--- config.mk ---
export PLATFORM = sky130hd
export DESIGN_NAME = video_timing
export DESIGN_NICKNAME = d
export VERILOG_FILES = /design/src/rtl/video_timing_pkg.sv /design/src/rtl/raster_axis_counter.sv /design/src/rtl/video_timing.sv
export SDC_FILE = /design/constraint.sdc
export NUM_CORES = 1
export LEC_CHECK = 0
export ABC_AREA = 1
export BUFFER_PORTS_ARGS = -buffer_cell sky130_fd_sc_hd__buf_4
export CORE_MARGIN = 1
export CORE_UTILIZATION = 45
export CTS_CLUSTER_SIZE = 30
export DETAILED_ROUTE_END_ITERATION = 8
export PLACE_DENSITY = 0.79
export SYNTH_ARGS = -nofsm -noshare
export SYNTH_HDL_FRONTEND = slang
export SYNTH_SLANG_ARGS = --single-unit
--- constraint.sdc ---
create_clock -name clk -period 3.3 [get_ports clk]
set_clock_uncertainty 0.2 [all_clocks]
set_input_delay 0.495 -clock clk [delete_from_list [all_inputs] [get_ports clk]]
set_output_delay 0.495 -clock clk [all_outputs]
set_load 0.05 [all_outputs]
--- src/rtl/video_timing_pkg.sv ---
// Shared constants for the raster timing generator: 720p60 defaults,
// output word layout and the back-porch legality rule.
package video_timing_pkg;

    localparam int unsigned VT_HACT   = 1280;
    localparam int unsigned VT_HFP    = 110;
    localparam int unsigned VT_HSW    = 40;
    localparam int unsigned VT_HBP    = 220;
    localparam int unsigned VT_VACT   = 720;
    localparam int unsigned VT_VFP    = 5;
    localparam int unsigned VT_VSW    = 5;
    localparam int unsigned VT_VBP    = 20;
    localparam bit          VT_HS_POL = 1'b1;
    localparam bit          VT_VS_POL = 1'b1;

    // Encoder needs this many back-porch clocks for its data island.
    localparam int unsigned VT_MIN_HBP = 72;

    localparam int unsigned DD_W       = 27;
    localparam int unsigned DD_RGB_W   = 24;
    localparam int unsigned DD_RGB_LSB = 3;
    localparam int unsigned DD_DE      = 2;
    localparam int unsigned DD_HS      = 1;
    localparam int unsigned DD_VS      = 0;

    function automatic bit hbp_fits_data_island(input int unsigned hbp);
        return hbp >= VT_MIN_HBP;
    endfunction

endpackage

--- src/rtl/raster_axis_counter.sv ---
// One raster axis: wrapping position counter with active/sync region decode.
module raster_axis_counter #(
    parameter int unsigned ACT = 4,
    parameter int unsigned FP  = 1,
    parameter int unsigned SW  = 1,
    parameter int unsigned BP  = 1,
    parameter int unsigned W   = $clog2(ACT + FP + SW + BP)
) (
    input  logic         clk,
    input  logic         reset,
    input  logic         step_i,
    input  logic         clear_i,
    output logic [W-1:0] count_o,
    output logic         wrap_o,
    output logic         in_active_o,
    output logic         in_sync_o
);

    localparam int unsigned TOT = ACT + FP + SW + BP;

    logic [W-1:0] count_q, count_d;
    logic         at_last;

    assign at_last = (count_q == W'(TOT - 1));

    always_comb begin
        count_d = count_q;
        if (clear_i) begin
            count_d = '0;
        end else if (step_i) begin
            count_d = at_last ? '0 : count_q + W'(1);
        end
    end

    always_ff @(posedge clk or posedge reset) begin
        if (reset) begin
            count_q <= '0;
        end else begin
            count_q <= count_d;
        end
    end

    assign count_o     = count_q;
    assign wrap_o      = step_i & at_last;
    assign in_active_o = (count_q < W'(ACT));
    assign in_sync_o   = (count_q >= W'(ACT + FP)) && (count_q < W'(ACT + FP + SW));

endmodule

--- src/rtl/video_timing.sv ---
// Raster timing generator: pulls pixels from the source, emits the registered
// {RGB,DE,HSYNC,VSYNC} word for the HDMI encoder plus line/frame strobes.
module video_timing
    import video_timing_pkg::*;
#(
    parameter int unsigned HACT   = VT_HACT,
    parameter int unsigned HFP    = VT_HFP,
    parameter int unsigned HSW    = VT_HSW,
    parameter int unsigned HBP    = VT_HBP,
    parameter int unsigned VACT   = VT_VACT,
    parameter int unsigned VFP    = VT_VFP,
    parameter int unsigned VSW    = VT_VSW,
    parameter int unsigned VBP    = VT_VBP,
    parameter bit          HS_POL = VT_HS_POL,
    parameter bit          VS_POL = VT_VS_POL,
    parameter bit          ENFORCE_DATA_ISLAND = 1'b1
) (
    input  logic                clk,
    input  logic                reset,
    input  logic                en,
    input  logic [DD_RGB_W-1:0] pix,
    input  logic                pix_valid,
    output logic                pix_ready,
    output logic [DD_W-1:0]     dd1,
    output logic                frame_start,
    output logic                line_start,
    output logic                underflow,
    input  logic                underflow_clr
);

    localparam int unsigned HTOT = HACT + HFP + HSW + HBP;
    localparam int unsigned VTOT = VACT + VFP + VSW + VBP;
    localparam int unsigned HW   = $clog2(HTOT);
    localparam int unsigned VW   = $clog2(VTOT);
    localparam int unsigned HSS  = HACT + HFP;
    localparam int unsigned VSS  = VACT + VFP;
    localparam int unsigned VSE  = VACT + VFP + VSW;
    localparam logic [DD_W-1:0] IDLE_WORD = {DD_RGB_W'(0), 1'b0, ~HS_POL, ~VS_POL};

    if (ENFORCE_DATA_ISLAND && !hbp_fits_data_island(HBP)) begin : g_hbp_too_short
        $error("video_timing: HBP=%0d leaves no room for the data island", HBP);
    end

    logic [HW-1:0] hcnt;
    logic [VW-1:0] vcnt;
    logic          h_wrap, h_act, h_sync;
    logic          v_wrap, v_act, v_sync_line;

    raster_axis_counter #(.ACT(HACT), .FP(HFP), .SW(HSW), .BP(HBP), .W(HW)) u_hcnt (
        .clk         (clk),
        .reset       (reset),
        .step_i      (1'b1),
        .clear_i     (~en),
        .count_o     (hcnt),
        .wrap_o      (h_wrap),
        .in_active_o (h_act),
        .in_sync_o   (h_sync)
    );

    raster_axis_counter #(.ACT(VACT), .FP(VFP), .SW(VSW), .BP(VBP), .W(VW)) u_vcnt (
        .clk         (clk),
        .reset       (reset),
        .step_i      (h_wrap),
        .clear_i     (~en),
        .count_o     (vcnt),
        .wrap_o      (v_wrap),
        .in_active_o (v_act),
        .in_sync_o   (v_sync_line)
    );

    logic              active, hsync_on, vsync_on, v_prev_sync;
    logic [DD_W-1:0]   dd1_q, dd1_d;
    logic              line_start_q, line_start_d;
    logic              frame_start_q, frame_start_d;
    logic              underflow_q, underflow_d;
    logic              at_origin_q, at_origin_d;

    // VSYNC edges move with the HSYNC leading edge, so the pulse straddles line boundaries.
    assign v_prev_sync = (32'(vcnt) >= VSS + 1) && (32'(vcnt) <= VSE);
    assign active      = en & h_act & v_act;
    assign hsync_on    = en & h_sync;
    assign vsync_on    = en & ((v_sync_line & (hcnt >= HW'(HSS))) |
                               (v_prev_sync & (hcnt <  HW'(HSS))));
    assign pix_ready   = active & ~reset;

    always_comb begin
        dd1_d                             = IDLE_WORD;
        dd1_d[DD_RGB_LSB +: DD_RGB_W]     = (active && pix_valid) ? pix : DD_RGB_W'(0);
        dd1_d[DD_DE]                      = active;
        dd1_d[DD_HS]                      = hsync_on ? HS_POL : ~HS_POL;
        dd1_d[DD_VS]                      = vsync_on ? VS_POL : ~VS_POL;
        line_start_d                      = en && (hcnt == '0);
        frame_start_d                     = en && at_origin_q;
        at_origin_d                       = ~en | v_wrap;
        underflow_d                       = (active & ~pix_valid) | (underflow_q & ~underflow_clr);
    end

    always_ff @(posedge clk or posedge reset) begin
        if (reset) begin
            dd1_q         <= IDLE_WORD;
            line_start_q  <= 1'b0;
            frame_start_q <= 1'b0;
            underflow_q   <= 1'b0;
            at_origin_q   <= 1'b1;
        end else begin
            dd1_q         <= dd1_d;
            line_start_q  <= line_start_d;
            frame_start_q <= frame_start_d;
            underflow_q   <= underflow_d;
            at_origin_q   <= at_origin_d;
        end
    end

    assign dd1         = dd1_q;
    assign line_start  = line_start_q;
    assign frame_start = frame_start_q;
    assign underflow   = underflow_q;

endmodule

==> Flow_metrics.wiki, run 1 <==
{| class="wikitable"
! Metric !! Value
|-
| Setup ws final || 1.04 ns
|-
| Setup repair bufs after CTS || 0
|-
| First-pass GRT wire length || 9740 µm
|-
| Total global routing overflow || 0
|-
| Ratio of routed vias to standard cells || 4.85
|-
| Port bufs || 59
|-
| Critical Path Fanout Max || 5
|-
| Setup TNS Final || 0 ns
|-
| Met3 Track Usage GR || 6.86%
|-
| Via Count || 2202
|-
| Final estimated routing congestion in global placement || 0.927
|-
| Inserted Clock Buffers || 5
|-
| Router iterations before antenna repair || 4
|-
| Hold Path Cell Cnt || 2
|-
| Endpoint with the worst hold slack || underflow
|-
| Power per cell area || 420 nW/µm²
|-
| Setup Crit Path Kind || register to output port
|-
| Most frequent standard cell in the layout excluding fill and tap cells || sky130_fd_sc_hd__inv_1
|-
| Final Setup Violations || 0
|-
| Die Outline Area || 6090 µm²
|-
| Number of distinct library cell variants in the gate-level netlist after synthesis || 26
|-
| Total standard cell area after synthesis || 2600 µm²
|-
| Flops & latches, synth || 52
|-
| Clock tree from TritonCTS || built
|-
| Number of design rule violations left after detail routing || 0
|-
| Aggregate global-route resource usage || 20.6%
|-
| Syn Nets || 355
|-
| Routed wire length || 5470 µm
|-
| Met2 track utilization from global routing || 33.1%
|-
| Hold Path Origin || underflow_clr
|-
| Share of the clock period used by the worst path after layout || 68.4%
|-
| Initial antenna violation count || 0
|-
| Highest clock frequency the design can meet || 443 MHz
|-
| Arrival @ worst endpoint || 1.56 ns
|-
| Die Ht || 78.0 µm
|-
| Starting density of the core || 47.0%
|-
| Share of final-layout standard cells stronger than drive strength 1 || 27.2%
|-
| Antenna fix cells || 0
|-
| Master cell of the clock root buffer || sky130_fd_sc_hd__clkbuf_8
|-
| Half-perimeter wire length after placement || 4080 µm
|-
| Leak Pwr || 1.83 nW
|-
| Worst ir drop on vdd || 312 µV
|-
| Kind of end point of the critical path || output port
|-
| RSZ-0062 raised after global routing || false
|-
| Nature of the critical path startpoint || register
|-
| CTS clk-pin slew, worst paths || 0.09 ns
|-
| Die extent in x || 78.0 µm
|-
| Floorplan Core Area || 5540 µm²
|-
| Dpl ws || 1.19 ns
|-
| Routing layer with the top usage in global route || met2
|-
| Mapped Avg Cell Area || 8.15 µm²
|-
| Largest net degree at the start of global routing || 53
|-
| Total clock sinks || 52
|-
| Number of global-route vias before repair || 2296
|-
| Most frequent cells in the layout || 62 x sky130_fd_sc_hd__inv_1, 61 x sky130_fd_sc_hd__nand2_1, 59 x sky130_fd_sc_hd__buf_4, 51 x sky130_fd_sc_hd__dfrtp_1, 38 x sky130_fd_sc_hd__nor2_1
|-
| Outcome || completed
|-
| Antenna Nets Post-Route || 0
|-
| Count of instances resized after the clock tree is built || 0
|-
| CTS Hold Buffers Added || 0
|-
| Flop2flop setup slack || 1.38 ns
|-
| Nets || 417
|-
| Hold Crit Class || input port to register
|-
| Yosys warning total || 0
|-
| Final period demand of the worst path || 2.26 ns
|-
| Actual transition at the worst max-transition pin || 1.05 ns
|-
| Post-detailed-route wirelength per cell || 12.1 µm
|-
| Count of max-cap constraint violations || 0
|-
| Sequential-to-total area share from yosys stat || 50.1%
|-
| Number of instances in the synthesized netlist || 319
|-
| Number of core rows || 27
|-
| Worst reg2reg path depth || 8
|-
| # IOs || 60
|-
| Number of hold-slack violations in the final timing report || 0
|-
| Required arrival time at the worst endpoint || 2.60 ns
|-
| Number of buffers on the longest clock path || 2
|-
| 1st-iter DRT viols || 123
|-
| Endpoint of the lowest-slack register-to-register path || u_vcnt.count_o[3]
|-
| Total count of max-transition violations in the final report || 0
|-
| CTS HTree Levels || 2
|-
| Area added between synthesis and finish || 24.3%
|-
| Worst-skew pair later-pin latency || 0.31 ns
|-
| Global routing usage on met1 || 24.1%
|-
| Reg2Reg Launch Point || u_hcnt.count_o[1]
|-
| Worst-case headroom to the max-slew limit || 29.9%
|}
## metrics by stage
| stage | util (%) | hold slack, ns | std cells | cell area (µm²) | power (W) |
|---|---|---|---|---|---|
| final | 58.4 | 0.157 | 454 | 3230 | 0.00136 |
| after global routing | 58.4 | 0.141 | 454 | 3230 | 0.00141 |
| after CTS | 58.4 | 0.149 | 454 | 3230 | 0.00137 |
| after detailed placement | 55.9 | 0.273 | 446 | 3100 | 0.000845 |
| after global placement | 55.9 | 0.278 | 446 | 3100 | 0.000842 |
| after floorplan | - | 0.255 | 319 | 2600 | 0.000783 |
## critical path: stages (launching register included)
cell                      delay (ns)
sky130_fd_sc_hd__dfrtp_1        0.43
sky130_fd_sc_hd__nand2_1        0.13
sky130_fd_sc_hd__inv_1          0.06
sky130_fd_sc_hd__nor3_1         0.21
sky130_fd_sc_hd__nand2_2        0.12
sky130_fd_sc_hd__nor2_1         0.10
sky130_fd_sc_hd__buf_4          0.20
## kinds of logic (layout without fill, tap and decap cells)
group / after synthesis / in the layout / share of synthesized area [%]
simple gates: 167 / 167 / 30.2
fa+ha+maj: 7 / 7 / 3.37
xor+xnor: 5 / 5 / 1.68
flops: 52 / 52 / 50.1
compound gates: 18 / 18 / 3.75
buf+inv: 70 / 133 / 11.0
## worst max path at each step
stage	from	end	slack [ns]	depth (start not counted)
final	u_vcnt.count_o[9]	pix_ready	1.04	6
after global routing	u_vcnt.count_o[9]	pix_ready	0.89	6
after CTS	u_vcnt.count_o[9]	pix_ready	1.02	6
after detailed placement	en	pix_ready	1.19	6
after global placement	en	pix_ready	1.20	6
after floorplan	en	pix_ready	1.11	4
## per-layer routing
metal  vias to the layer above  share of wire (%)
met1                      1004                 41
met5                         -                  0
met3                        15                 10
li1                       1086                  -
met4                         0                2.7
met2                        97                 46
## report_power, final
group / switching [W] / leakage, nW / internal (W)
clock network: 0.000223 / 0.0687 / 0.000305
registers: 0.00000728 / 0.702 / 0.000655
logic: 0.000112 / 1.06 / 0.0000553
## synthesized netlist by cell type
cell type                   n  area share [%]
sky130_fd_sc_hd__nand3b_1   1            0.29
sky130_fd_sc_hd__nor2_2    22             5.3
sky130_fd_sc_hd__nand4_2    1            0.48
sky130_fd_sc_hd__o22ai_1    1            0.24
sky130_fd_sc_hd__o21ai_2    1            0.34
sky130_fd_sc_hd__buf_6      3             1.3
sky130_fd_sc_hd__or2_2      2            0.48
sky130_fd_sc_hd__xor2_1     5             1.7
sky130_fd_sc_hd__o21ai_0    9             1.7
sky130_fd_sc_hd__nand2_2    4            0.96
sky130_fd_sc_hd__inv_2      3            0.43
sky130_fd_sc_hd__dfstp_2    1             1.0
sky130_fd_sc_hd__dfrtp_1   51              49
sky130_fd_sc_hd__nand2_4    1            0.43
sky130_fd_sc_hd__nand2_1   61             8.8
sky130_fd_sc_hd__nor2_1    38             5.5
sky130_fd_sc_hd__nor2_4     1            0.43
sky130_fd_sc_hd__nor3b_1    2            0.58
sky130_fd_sc_hd__clkbuf_1   1            0.14
sky130_fd_sc_hd__ha_1       7             3.4
sky130_fd_sc_hd__a21oi_1    6             1.2
sky130_fd_sc_hd__nand4_1    8             1.9
sky130_fd_sc_hd__nor3_1     9             1.7
sky130_fd_sc_hd__nand3_1   17             3.3
sky130_fd_sc_hd__inv_1     63             9.1
sky130_fd_sc_hd__a21o_1     1            0.29
## layout make-up
cell class	instances	area [µm²]
tap	72	90.1
timing repair buffer	59	443
clock inverter	3	68.8
clock buffer	5	68.8
fill	510	2310
inverter	66	248
sequential	52	1300
multi-input combinational	197	1010
## sequential cells by signal, summed over array words and instances, names as in the netlist
name / flops
at_origin_q: 1
dd1: 27
frame_start: 1
line_start: 1
u_hcnt.count_o: 11
u_vcnt.count_o: 10
underflow: 1
No activity file was read; power rests on OpenSTA's default activity.
==> inputs of run 2 (changes only) <==
--- a/config.mk
+++ b/config.mk
@@ -11,7 +11,7 @@
 export CORE_UTILIZATION = 45
 export CTS_CLUSTER_SIZE = 30
 export DETAILED_ROUTE_END_ITERATION = 8
-export PLACE_DENSITY = 0.79
+export PLACE_DENSITY = 0.81
 export SYNTH_ARGS = -nofsm -noshare
 export SYNTH_HDL_FRONTEND = slang
 export SYNTH_SLANG_ARGS = --single-unit
==> constraint.sdc (replaced) <==
create_clock -name clk -period 1.9 [get_ports clk]
set_clock_uncertainty 0.2 [all_clocks]
set_input_delay 0.285 -clock clk [delete_from_list [all_inputs] [get_ports clk]]
set_output_delay 0.285 -clock clk [all_outputs]
set_load 0.05 [all_outputs]
==> run 2 against run 1 <==
Clock power is 55% higher. Sequential cell count is the same. First-iteration DRC count up 68%. Combinational power up 120%. Global-route usage is 4.1 points higher. Sequential power increased by 74%. Non-clock buffer count increased by 45. Critical path type unchanged. Critical endpoint unchanged. Largest power group unchanged.
==> Flow_metrics.wiki, run 2 (synthesis gave the netlist of run 1 again) <==
{| class="wikitable"
! Metric !! Value
|-
| Die Ht || 78.0 µm
|-
| Hold Crit Class || input port to register
|-
| Number of global-route vias before repair || 2519
|-
| Die extent in x || 78.0 µm
|-
| 1st-iter DRT viols || 207
|-
| Total global routing overflow || 0
|-
| Total clock sinks || 52
|-
| Aggregate global-route resource usage || 24.7%
|-
| Power per cell area || 637 nW/µm²
|-
| Area added between synthesis and finish || 40.6%
|-
| Actual transition at the worst max-transition pin || 0.425 ns
|-
| RSZ-0062 raised after global routing || true
|-
| Share of final-layout standard cells stronger than drive strength 1 || 31.6%
|-
| Kind of end point of the critical path || output port
|-
| Filler Cells Inserted || 398
|-
| Final Setup Violations || 0
|-
| Routed wire length || 6730 µm
|-
| Most frequent standard cell in the layout excluding fill and tap cells || sky130_fd_sc_hd__buf_4
|-
| Total count of max-transition violations in the final report || 0
|-
| Critical Path Fanout Max || 2
|-
| Largest net degree at the start of global routing || 25
|-
| Core utilization of the finished layout || 66.0%
|-
| Initial antenna violation count || 0
|-
| Number of core rows || 27
|-
| Nets || 462
|-
| Endpoint with the worst hold slack || dd1[22]
|-
| Ratio of routed vias to standard cells || 4.81
|-
| Hold Path Cell Cnt || 3
|-
| Area used by sequential logic in the layout || 1300 µm²
|-
| First-pass GRT wire length || 11500 µm
|-
| Number of hold-slack violations in the final timing report || 0
|-
| Worst ir drop on vdd || 363 µV
|-
| Most frequent cells in the layout || 77 x sky130_fd_sc_hd__buf_4, 59 x sky130_fd_sc_hd__nand2_1, 57 x sky130_fd_sc_hd__inv_1, 50 x sky130_fd_sc_hd__dfrtp_1, 36 x sky130_fd_sc_hd__nor2_1
|-
| Outcome || completed
|-
| Number of design rule violations left after detail routing || 0
|-
| Endpoint of the lowest-slack register-to-register path || u_hcnt.count_o[10]
|-
| Worst reg2reg path depth || 8
|-
| Nature of the critical path startpoint || register
|-
| DP Cell Count || 452
|-
| Flop2flop setup slack || 0.11 ns
|-
| Multi-input gate area in the final layout || 1040 µm²
|-
| Port bufs || 59
|-
| Count of max-cap constraint violations || 0
|-
| Hold Path Origin || pix[19]
|-
| Leak Pwr || 2.02 nW
|-
| Reg2Reg Launch Point || u_hcnt.count_o[0]
|-
| Highest clock frequency the design can meet || 537 MHz
|-
| Half-perimeter wire length after placement || 4210 µm
|-
| Clock tree from TritonCTS || built
|-
| Die Outline Area || 6090 µm²
|-
| Worst-case headroom to the max-slew limit || 71.7%
|-
| CTS HTree Levels || 2
|-
| Final estimated routing congestion in global placement || 0.992
|-
| Floorplan Core Area || 5540 µm²
|-
| Number of buffers on the longest clock path || 2
|-
| Summed area of non-filler cells in the final layout || 3660 µm²
|-
| Arrival @ worst endpoint || 1.38 ns
|-
| Share of the clock period used by the worst path after layout || 97.9%
|-
| Inserted Clock Buffers || 5
|-
| Setup Crit Path Kind || register to output port
|-
| Worst-skew pair later-pin latency || 0.31 ns
|-
| Master cell of the clock root buffer || sky130_fd_sc_hd__clkbuf_8
|-
| Required arrival time at the worst endpoint || 1.41 ns
|-
| Router iterations before antenna repair || 5
|-
| Count of non-filler cells in the finished layout || 499
|-
| CTS clk-pin slew, worst paths || 0.10 ns
|-
| Starting density of the core || 47.0%
|-
| Antenna Nets Post-Route || 0
|-
| # IOs || 60
|-
| Post-detailed-route wirelength per cell || 13.5 µm
|-
| Largest register FFs || 27
|-
| Antenna fix cells || 0
|-
| Post-Place Cell Area || 3140 µm²
|-
| Final period demand of the worst path || 1.86 ns
|-
| Via Count || 2398
|-
| Launch point of the worst path || u_hcnt.count_o[8]
|}
run 2: cell count changes in the layout (fill, tap and decap cells not counted), moves of 2 or more:
cell,delta
sky130_fd_sc_hd__inv_1,-5
sky130_fd_sc_hd__buf_4,+18
sky130_fd_sc_hd__dlygate4sd3_1,+26
sky130_fd_sc_hd__nand2_1,-2
sky130_fd_sc_hd__inv_2,+5
sky130_fd_sc_hd__nor2_1,-2
run 2: repair_timing:
item                                   in CTS  in global routing
setup endpoints to repair                   1                 17
hold buffers                               26                  0
gates resized for setup                     7                  8
endpoints found under the hold margin      43                  0
pin swaps                                   4                  5
buffers inserted                            9                  4
run 2: area by class of cell:
| cell class | instances | area share [%] |
|---|---|---|
| Clock buffer | 6 | 2.26 |
| Clock inverter | 2 | 1.06 |
| Tap cell | 72 | 2.46 |
| Timing Repair Buffer | 104 | 23.3 |
| Multi-Input combinational cell | 197 | 28.5 |
| Sequential cell | 52 | 35.6 |
| Inverter | 66 | 6.77 |
run 2: routing by layer:
layer	vias to the layer above	wire, µm	track usage, %	share of wire [%]
li1	1176	-	-	-
met3	18	576	7.79	8.6
met4	0	164	9.81	2.4
met2	112	3070	39.4	46
met1	1092	2910	31.5	43
met5	-	0	0	0
run 2: through the flow:
step | setup WS (ns) | hold slack (ns) | total power (W) | setup TNS (ns)
3_3_place_gp | 0.0996 | 0.130 | 0.00147 | 0
2_1_floorplan | 0.159 | 0.184 | 0.00136 | 0
6_report | 0.0391 | 0.00905 | 0.00233 | 0
5_1_grt | -0.0332 | -0.000175 | 0.00242 | -0.0721
3_5_place_dp | 0.0731 | 0.137 | 0.00148 | 0
4_1_cts | -0.000919 | 0.00400 | 0.00233 | -0.000919
run 2: report_power, final:
group          total [W]  internal [W]  leakage [nW]  switching [W]
Sequential       0.00115       0.00114         0.701      0.0000137
Clock           0.000818      0.000431        0.0614       0.000387
Combinational   0.000362      0.000143          1.26       0.000218
Total            0.00233       0.00171          2.02       0.000619
run 2: worst max path at each step:
stage,endpoint,depth (start not counted)
4_1_cts,pix_ready,6
6_report,pix_ready,6
3_3_place_gp,u_hcnt.count_o[4],9
5_1_grt,u_hcnt.count_o[4],9
3_5_place_dp,u_hcnt.count_o[4],9
2_1_floorplan,dd1[0],1
run 2: critical path, cell delays in order (launching register included):
cell and delay (ns):
sky130_fd_sc_hd__dfrtp_1 0.40, sky130_fd_sc_hd__inv_2 0.07, sky130_fd_sc_hd__a21oi_2 0.05, sky130_fd_sc_hd__nor3_2 0.16
sky130_fd_sc_hd__nand2_2 0.11, sky130_fd_sc_hd__nor2_4 0.12, sky130_fd_sc_hd__buf_8 0.15
